==> src/rtl/sample_page_buffer.sv <==
`default_nettype none
// ============================================================================
//  Module      : sample_page_buffer
//  Description : Ping-pong page buffer between the ADC sampling front-end and
//                the EEPROM page writer. Samples fill one 64-byte bank while
//                the other, once full, is presented to the writer until the
//                writer toggles its release line.
//  Revision    : 1.0 - initial release
// ============================================================================
module sample_page_buffer #(
    parameter int DATA_W     = 8,
    parameter int PAGE_BYTES = 64,
    parameter int ADDR_W     = 6,
    parameter int CNT_W      = 16
) (
    input  logic              CLKsample,
    input  logic              RESET,
    input  logic [DATA_W-1:0] sample_in,
    input  logic              sample_valid,
    output logic              page_ready,
    output logic              page_sel,
    input  logic [ADDR_W-1:0] rd_addr,
    output logic [DATA_W-1:0] rd_data,
    input  logic              page_release_t,
    output logic [ADDR_W:0]   fill_count,
    output logic              overrun,
    output logic [CNT_W-1:0]  pages_written
);

    localparam logic [ADDR_W-1:0] LAST_PTR   = ADDR_W'(PAGE_BYTES - 1);
    localparam logic [ADDR_W:0]   FULL_COUNT = (ADDR_W + 1)'(PAGE_BYTES);

    // FILL      : filling wr_bank, nothing presented to the writer
    // FILL_PEND : filling wr_bank, the other bank is presented
    // STALL     : both banks full, incoming samples are dropped
    typedef enum logic [1:0] {
        FILL      = 2'd0,
        FILL_PEND = 2'd1,
        STALL     = 2'd2
    } state_t;

    state_t            state;
    logic              wr_bank;
    logic [ADDR_W-1:0] wr_ptr;

    logic [DATA_W-1:0] mem [0:1][0:PAGE_BYTES-1];

    logic              rel_sync1;
    logic              rel_sync2;
    logic              rel_sync3;
    logic              rel_pulse;

    logic              accept;
    logic              page_done;

    // A sample is stored whenever a bank has room; the page closes on its last byte.
    assign accept    = sample_valid && (state != STALL);
    assign page_done = accept && (wr_ptr == LAST_PTR);

    // Each edge of the writer's toggle becomes a single-cycle pulse.
    assign rel_pulse = rel_sync2 ^ rel_sync3;

    // In STALL wr_ptr has already wrapped, so report the full bank explicitly.
    assign fill_count = (state == STALL) ? FULL_COUNT : {1'b0, wr_ptr};

    // The presented bank is held steady while page_ready=1, so the writer's
    // clock domain may read it combinationally.
    assign rd_data = mem[page_sel][rd_addr];

    // Bring the writer's release toggle into the sample clock domain.
    always_ff @(posedge CLKsample or negedge RESET) begin
        if (!RESET) begin
            rel_sync1 <= 1'b0;
            rel_sync2 <= 1'b0;
            rel_sync3 <= 1'b0;
        end else begin
            rel_sync1 <= page_release_t;
            rel_sync2 <= rel_sync1;
            rel_sync3 <= rel_sync2;
        end
    end

    // Sample storage; contents are not cleared by reset.
    always_ff @(posedge CLKsample) begin
        if (accept) begin
            mem[wr_bank][wr_ptr] <= sample_in;
        end
    end

    // Bank hand-off state machine with its registered outputs.
    always_ff @(posedge CLKsample or negedge RESET) begin
        if (!RESET) begin
            state         <= FILL;
            wr_bank       <= 1'b0;
            wr_ptr        <= '0;
            page_ready    <= 1'b0;
            page_sel      <= 1'b0;
            overrun       <= 1'b0;
            pages_written <= '0;
        end else begin
            if (accept) begin
                wr_ptr <= wr_ptr + 1'b1;
            end

            case (state)
                FILL: begin
                    // A release pulse here has no pending page and is ignored.
                    if (page_done) begin
                        state         <= FILL_PEND;
                        page_ready    <= 1'b1;
                        page_sel      <= wr_bank;
                        wr_bank       <= ~wr_bank;
                        pages_written <= pages_written + 1'b1;
                    end
                end

                FILL_PEND: begin
                    if (page_done && rel_pulse) begin
                        // Writer freed its bank exactly as ours filled: swap
                        // without dropping page_ready.
                        page_sel      <= wr_bank;
                        wr_bank       <= ~wr_bank;
                        pages_written <= pages_written + 1'b1;
                    end else if (page_done) begin
                        // Completed bank must wait for the writer.
                        state <= STALL;
                    end else if (rel_pulse) begin
                        state      <= FILL;
                        page_ready <= 1'b0;
                    end
                end

                STALL: begin
                    if (sample_valid) begin
                        overrun <= 1'b1;
                    end
                    if (rel_pulse) begin
                        // Present the waiting bank, refill the one just released.
                        state         <= FILL_PEND;
                        page_sel      <= ~page_sel;
                        wr_bank       <= page_sel;
                        wr_ptr        <= '0;
                        pages_written <= pages_written + 1'b1;
                    end
                end

                default: begin
                    state <= FILL;
                end
            endcase
        end
    end

endmodule
`default_nettype wire

==> config.mk <==
export PLATFORM = sky130hd
export DESIGN_NAME = sample_page_buffer
export DESIGN_NICKNAME = d
export VERILOG_FILES = /design/src/rtl/sample_page_buffer.sv
export SDC_FILE = /design/constraint.sdc
export NUM_CORES = 1
export LEC_CHECK = 0
export CORE_ASPECT_RATIO = 2
export CORE_UTILIZATION = 40
export CTS_BUF_LIST = sky130_fd_sc_hd__clkbuf_16
export DETAILED_ROUTE_END_ITERATION = 16
export GPL_ROUTABILITY_DRIVEN = 0
export HOLD_SLACK_MARGIN = 0.1
export MAX_ROUTING_LAYER = met4
export PLACE_DENSITY = 0.55
export RECOVER_POWER = 25
export SLEW_MARGIN = 20
export SYNTH_ARGS = -nofsm -noshare
export SYNTH_HDL_FRONTEND = slang
export SYNTH_SLANG_ARGS = --single-unit
export TNS_END_PERCENT = 30
==> constraint.sdc <==
create_clock -name CLKsample -period 8.9 [get_ports CLKsample]
set_clock_uncertainty 0.2 [all_clocks]
set_input_delay 0.89 -clock CLKsample [delete_from_list [all_inputs] [get_ports CLKsample]]
set_output_delay 0.89 -clock CLKsample [all_outputs]
set_load 0.01 [all_outputs]
[Word-level counts from Yosys, hierarchy flattened]
Memories as Yosys holds them, arrays and structs flattened.
Cells that the tools add are included.
Word-level totals
  register bits after elaboration: 31
  input bits: 18
  bits in writable memories: 1024
  memories: 1
Memory list
  mem: depth 2, bits a word 512, rd ports 1, clocked after Yosys merged registers in 0, wr ports 1, line 46  | logic [DATA_W-1:0] mem [0:1][0:PAGE_BYTES-1];
Operators by class
  $add $sub $neg: 2
  magnitude comparators: 3
  bitwise operators: 5
  equal/unequal tests: 11
  reductions and logical operators: 11
  muxes and demuxes: 34
Operators with widths (count)
  $mux W512: 1
  $bmux W8 S6: 1
  $demux W8 S6: 1
  $mux W16: 3
  $pmux W16 S3: 1
  $mux W8: 3
  $mux W6: 3
  $add A16 B1 Y16 const B: 1
  $ge A7 B7 Y1 const B: 2
  $ne A2 B2 Y1 const B: 7
  $not A6 Y7: 2
  $mux W1: 11
  $mux W2: 5
  $reduce_and A4 Y1: 2
  $lt A7 B1 Y1 const B: 1
  $mux W7: 1
  $add A6 B1 Y6 const B: 1
  $eq A6 B6 Y1 const B: 1
  $pmux W1 S3: 2
  $pmux W2 S3: 1
  $reduce_and A5 Y1: 1
  $logic_and A1 B1 Y1: 4
  $ne A3 B3 Y1 const B: 1
  $reduce_bool A3 Y1: 1
  other kinds (8): 9

[Longest topological paths before layout]
  depth in word-level cells: 6
  depth in mapped cells: 8
  mapped depth without buffers: 7

[Worst setup path after synthesis]
OpenSTA, ideal clock, no wires.
  kind: input to output
  start point: input port rd_addr[0]
  end point: output port rd_data[0]
  stages on the path: 5
  arrival: 3.114 ns
  path slack: 4.696 ns
  required time: 7.810 ns
  path buffers: 2
  cells stage by stage: clkbuf_1 > clkbuf_1 > mux4_2 > mux4_2 > mux2_2
Between the ends
  word-level cells in the longest chain between the ends: 4
RTL lines
  from (decl): line 22  | input logic [ADDR_W-1:0] rd_addr,
  $not A6 Y7 (implied by the code): line 68  | assign rd_data = mem[page_sel][rd_addr];
  $bmux W8 S6: line 68
  $mux W8 (implied by the code) (2 in series): line 68
  to (decl): line 23  | output logic [DATA_W-1:0] rd_data,
No other way between the ends. The select of a mux whose other input is x is not followed.

[Worst setup path in the final report]
  start point: input port sample_in[5]
  end point: memory mem[1][365] in the netlist's numbering (data pin)
RTL lines
  from (decl): line 18  | input logic [DATA_W-1:0] sample_in,
  to (decl): line 46
Straight into the memory's write port.

==> summary.txt <==
Floorplan
  • Initial Util: 0.4046
  • Die area: 103,900 sq um
  • FP Rows: 165
  • Die H: 454.8 um
  • Core Region: 101,400 sq um
  • Top Ports: 52
  • Die Wd: 228.4 um

Critical path
  • CP cell instances: clkbuf_1 -> clkbuf_1
  • CP bufs+invs: 2
  • Crit path kind: in2reg
  • Startpoint types: input port
  • Levels on crit path: 2
  • Reg2Reg Depth: 6
  • Crit path max-delay family: buffers and inverters
  • Worst path arrival time: 5.71 ns
  • Max incr delay on CP: 3.68 ns
  • Critical Path RT: 8.41 ns
  • Slowest cell on crit path: clkbuf_1
  • Cell repeated most along the worst path: clkbuf_1
  • CP max FO: 100
  • Critical Path Sink Type: flip-flop

CTS
  • H-tree depth: 3
  • Bufs on Longest Clock Path: 3
  • Worst-skew pair later-pin latency: 0.70 ns
  • # resized after CTS: 0
  • Clock slew at reported path FFs: 0.07 ns
  • Clock Sinks: 1,055
  • Post-CTS Setup Inserts: 0
  • CTS tree: built
  • Hold Buf Count CTS: 0
  • CTS Buf Count: 94
  • Root Driver: clkbuf_16

GRT
  • Vias in the first global route: 19,840
  • Met3 Use GR: 0.02625
  • Grt ovf: 0
  • Largest net degree at the start of global routing: 113
  • Grt met1 use: 0.2119
  • Tot GR Track Use: 0.2120
  • Most Used Layer, Global Route: met2
  • GR Util met2: 0.4091
  • Initial antenna violation count: 3
  • First-pass GRT wire length: 149,500 um

Yosys
  • Synth Area in Simple Gates: 0.02621
  • Sequential element share of the synthesized area: 0.7687
  • Post-synthesis mux area share: 0.1870
  • Synth area leader: edfxtp_1
  • Post-synth ARST share: 0.02938
  • Primary FF master, synth: edfxtp_1
  • Synth Instances: 1,781
  • Cell variety after synth: 37
  • Register bit total from synthesis: 1,055
  • Post-Syn Area: 41,010 sq um
  • Mapped Nets: 1,801
  • EDFF count, synth: 1,024
  • Synth Area in Adders: 0.0006102
  • Ranking of synthesized cells by area: edfxtp_1 (75%), mux4_2 (18%), dfrtp_1 (1.9%), nor2_1 (1.3%), clkbuf_1 (0.45%)
  • Main combinational cell family by area after synthesis: multiplexers
  • Syn Area/Cell: 23.03 sq um
  • XOR/XNOR share of the synthesized area: 0.004271
  • Share of the synthesized area in the top cell type: 0.7498
  • Synth Warn #: 0
  • Synth Area in Compound Gates: 0.001953

Timing
  • RSZ-0062 raised after global routing: false
  • Max frequency: 161.3 MHz
  • Post-route setup TNS: 0 ns
  • Slew Limit Headroom: -2.473
  • Final hold violation count: 0
  • Hold Worst Slack: 0.1502 ns
  • Fin crit period: 6.198 ns
  • Worst-Margin Slew: 5.210 ns
  • Final Setup Violations: 0
  • Setup ws final: 2.702 ns
  • Fin crit share: 0.6964
  • Max Transition Viols Final: 794

Drt
  • DR pass1 iterations: 5
  • Iter 0 DRT Violations: 1,703
  • Residual DRC count: 0
  • Via count: 18,420
  • Routed Antenna Nets: 0
  • Wire length per cell: 31.92 um
  • Vias per cell: 5.625
  • WL final: 104,500 um

Place
  • Buffers added on ports: 51
  • Setup WS pre-CTS: 3.022 ns
  • Final HPWL DP: 68,270 um

Final layout
  • Final Core Density: 0.4552
  • Total Nets Final: 1,879
  • Most frequent cells in the layout: edfxtp_1 (1,024), mux4_2 (336), nor2_1 (137)
  • Area Growth Syn to Fin: 12.52%
  • Fillers: 8,259
  • Layout cells sized above 1: 0.2670
  • Commonest non-fill, non-tap cell in the layout: edfxtp_1

Status
  • Status: finished, violations left
  • Failing checks: capacitance limit, slew limit

Job
  • MaxCap Viol Count: 13

Hold path
  • Hold-critical path depth: 0
  • Min-Delay Path Class: reg2reg

Power
  • Lkg Pwr: 14.26 nW
  • IR drop worst, VDD: 0.1259 mV
  • Pwr Density: 231.8 nW/um^2
[flip-flops by register name (all words and copies together), names as in the netlist]
| name | count |
|---|---|
| rel_sync2 | 1 |
| rel_sync1 | 1 |
| wr_bank | 1 |
| page_sel | 1 |
| state | 2 |
| overrun | 1 |
| rel_sync3 | 1 |
| mem | 1024 |
| page_ready | 1 |
| wr_ptr | 6 |
| pages_written | 16 |
[cells in the mapped netlist (10+ instances only)]
master	number
buf_2	14
nand3_1	17
nor3_1	10
nand2_1	29
edfxtp_1	1024
xnor2_1	12
clkbuf_1	49
buf_4	11
buf_1	23
nor2_1	137
mux4_2	336
dfrtp_1	31
[power breakdown]
| part | total (mW) | internal, mW | switching [mW] | leakage (nW) |
|---|---|---|---|---|
| registers | 5.62 | 5.54 | 0.0782 | 9.58 |
| clock network | 4.23 | 2.41 | 1.82 | 1.60 |
| logic | 0.855 | 0.322 | 0.532 | 3.08 |
[cell type report]
cell class,instances,area (sq um),area share
Clock inverter,76,745.7,0.01616
Multi-Input combinational cell,621,9050,0.1961
Clock buffer,97,2427,0.05260
Sequential cell,1055,31530,0.6833
Tap cell,1336,1672,0.03622
Inverter,7,26.28,0.0005694
Antenna cell,2,5.005,0.0001085
Timing Repair Buffer,80,690.7,0.01497
[logic make-up after synthesis]
group | count (synthesis)
multiplexers | 345
XOR/XNOR | 20
AND/OR/NAND/NOR | 242
adder cells (fa/ha/maj) | 2
buffers and inverters | 105
AO/OA/AOI/OAI | 12
flip-flops | 1055
[worst reg2reg max path: stages, from the launching register on]
cell,delay [ns]
dfrtp_1,0.73
nand3_1,0.66
nor4b_1,0.87
nand2_1,0.26
a211oi_1,0.80
nand3_1,0.19
xnor2_1,0.17
[path summary, 6_finish.rpt]
check | startpoint | end | slack (ns)
setup / recovery | sample_in[5] | mem[1][365] | 2.70
hold / removal | rel_sync1 | rel_sync2 | 0.15
setup reg to reg | wr_ptr[5] | pages_written[13] | 4.91
hold reg to reg | rel_sync1 | rel_sync2 | 0.15
max in group asynchronous | RESET | page_sel | 6.35
min in group asynchronous | RESET | pages_written[9] | 0.96
[metrics by stage]
step           area [sq um]  instances  total power, mW
2_1_floorplan         41010       1781            6.162
3_5_place_dp          43010       3099            6.587
5_1_grt               46150       3274            10.97
4_1_cts               46180       3272            10.79
6_report              46150       3274            10.70
3_3_place_gp          43010       3099            6.571
[layer usage]
layer,wire length (um),part of all wire
met1,34560,0.33
met2,61930,0.59
met3,3524,0.034
met4,4509,0.043
met5,0,0
Note: power is estimated with default switching activity, not from simulation.
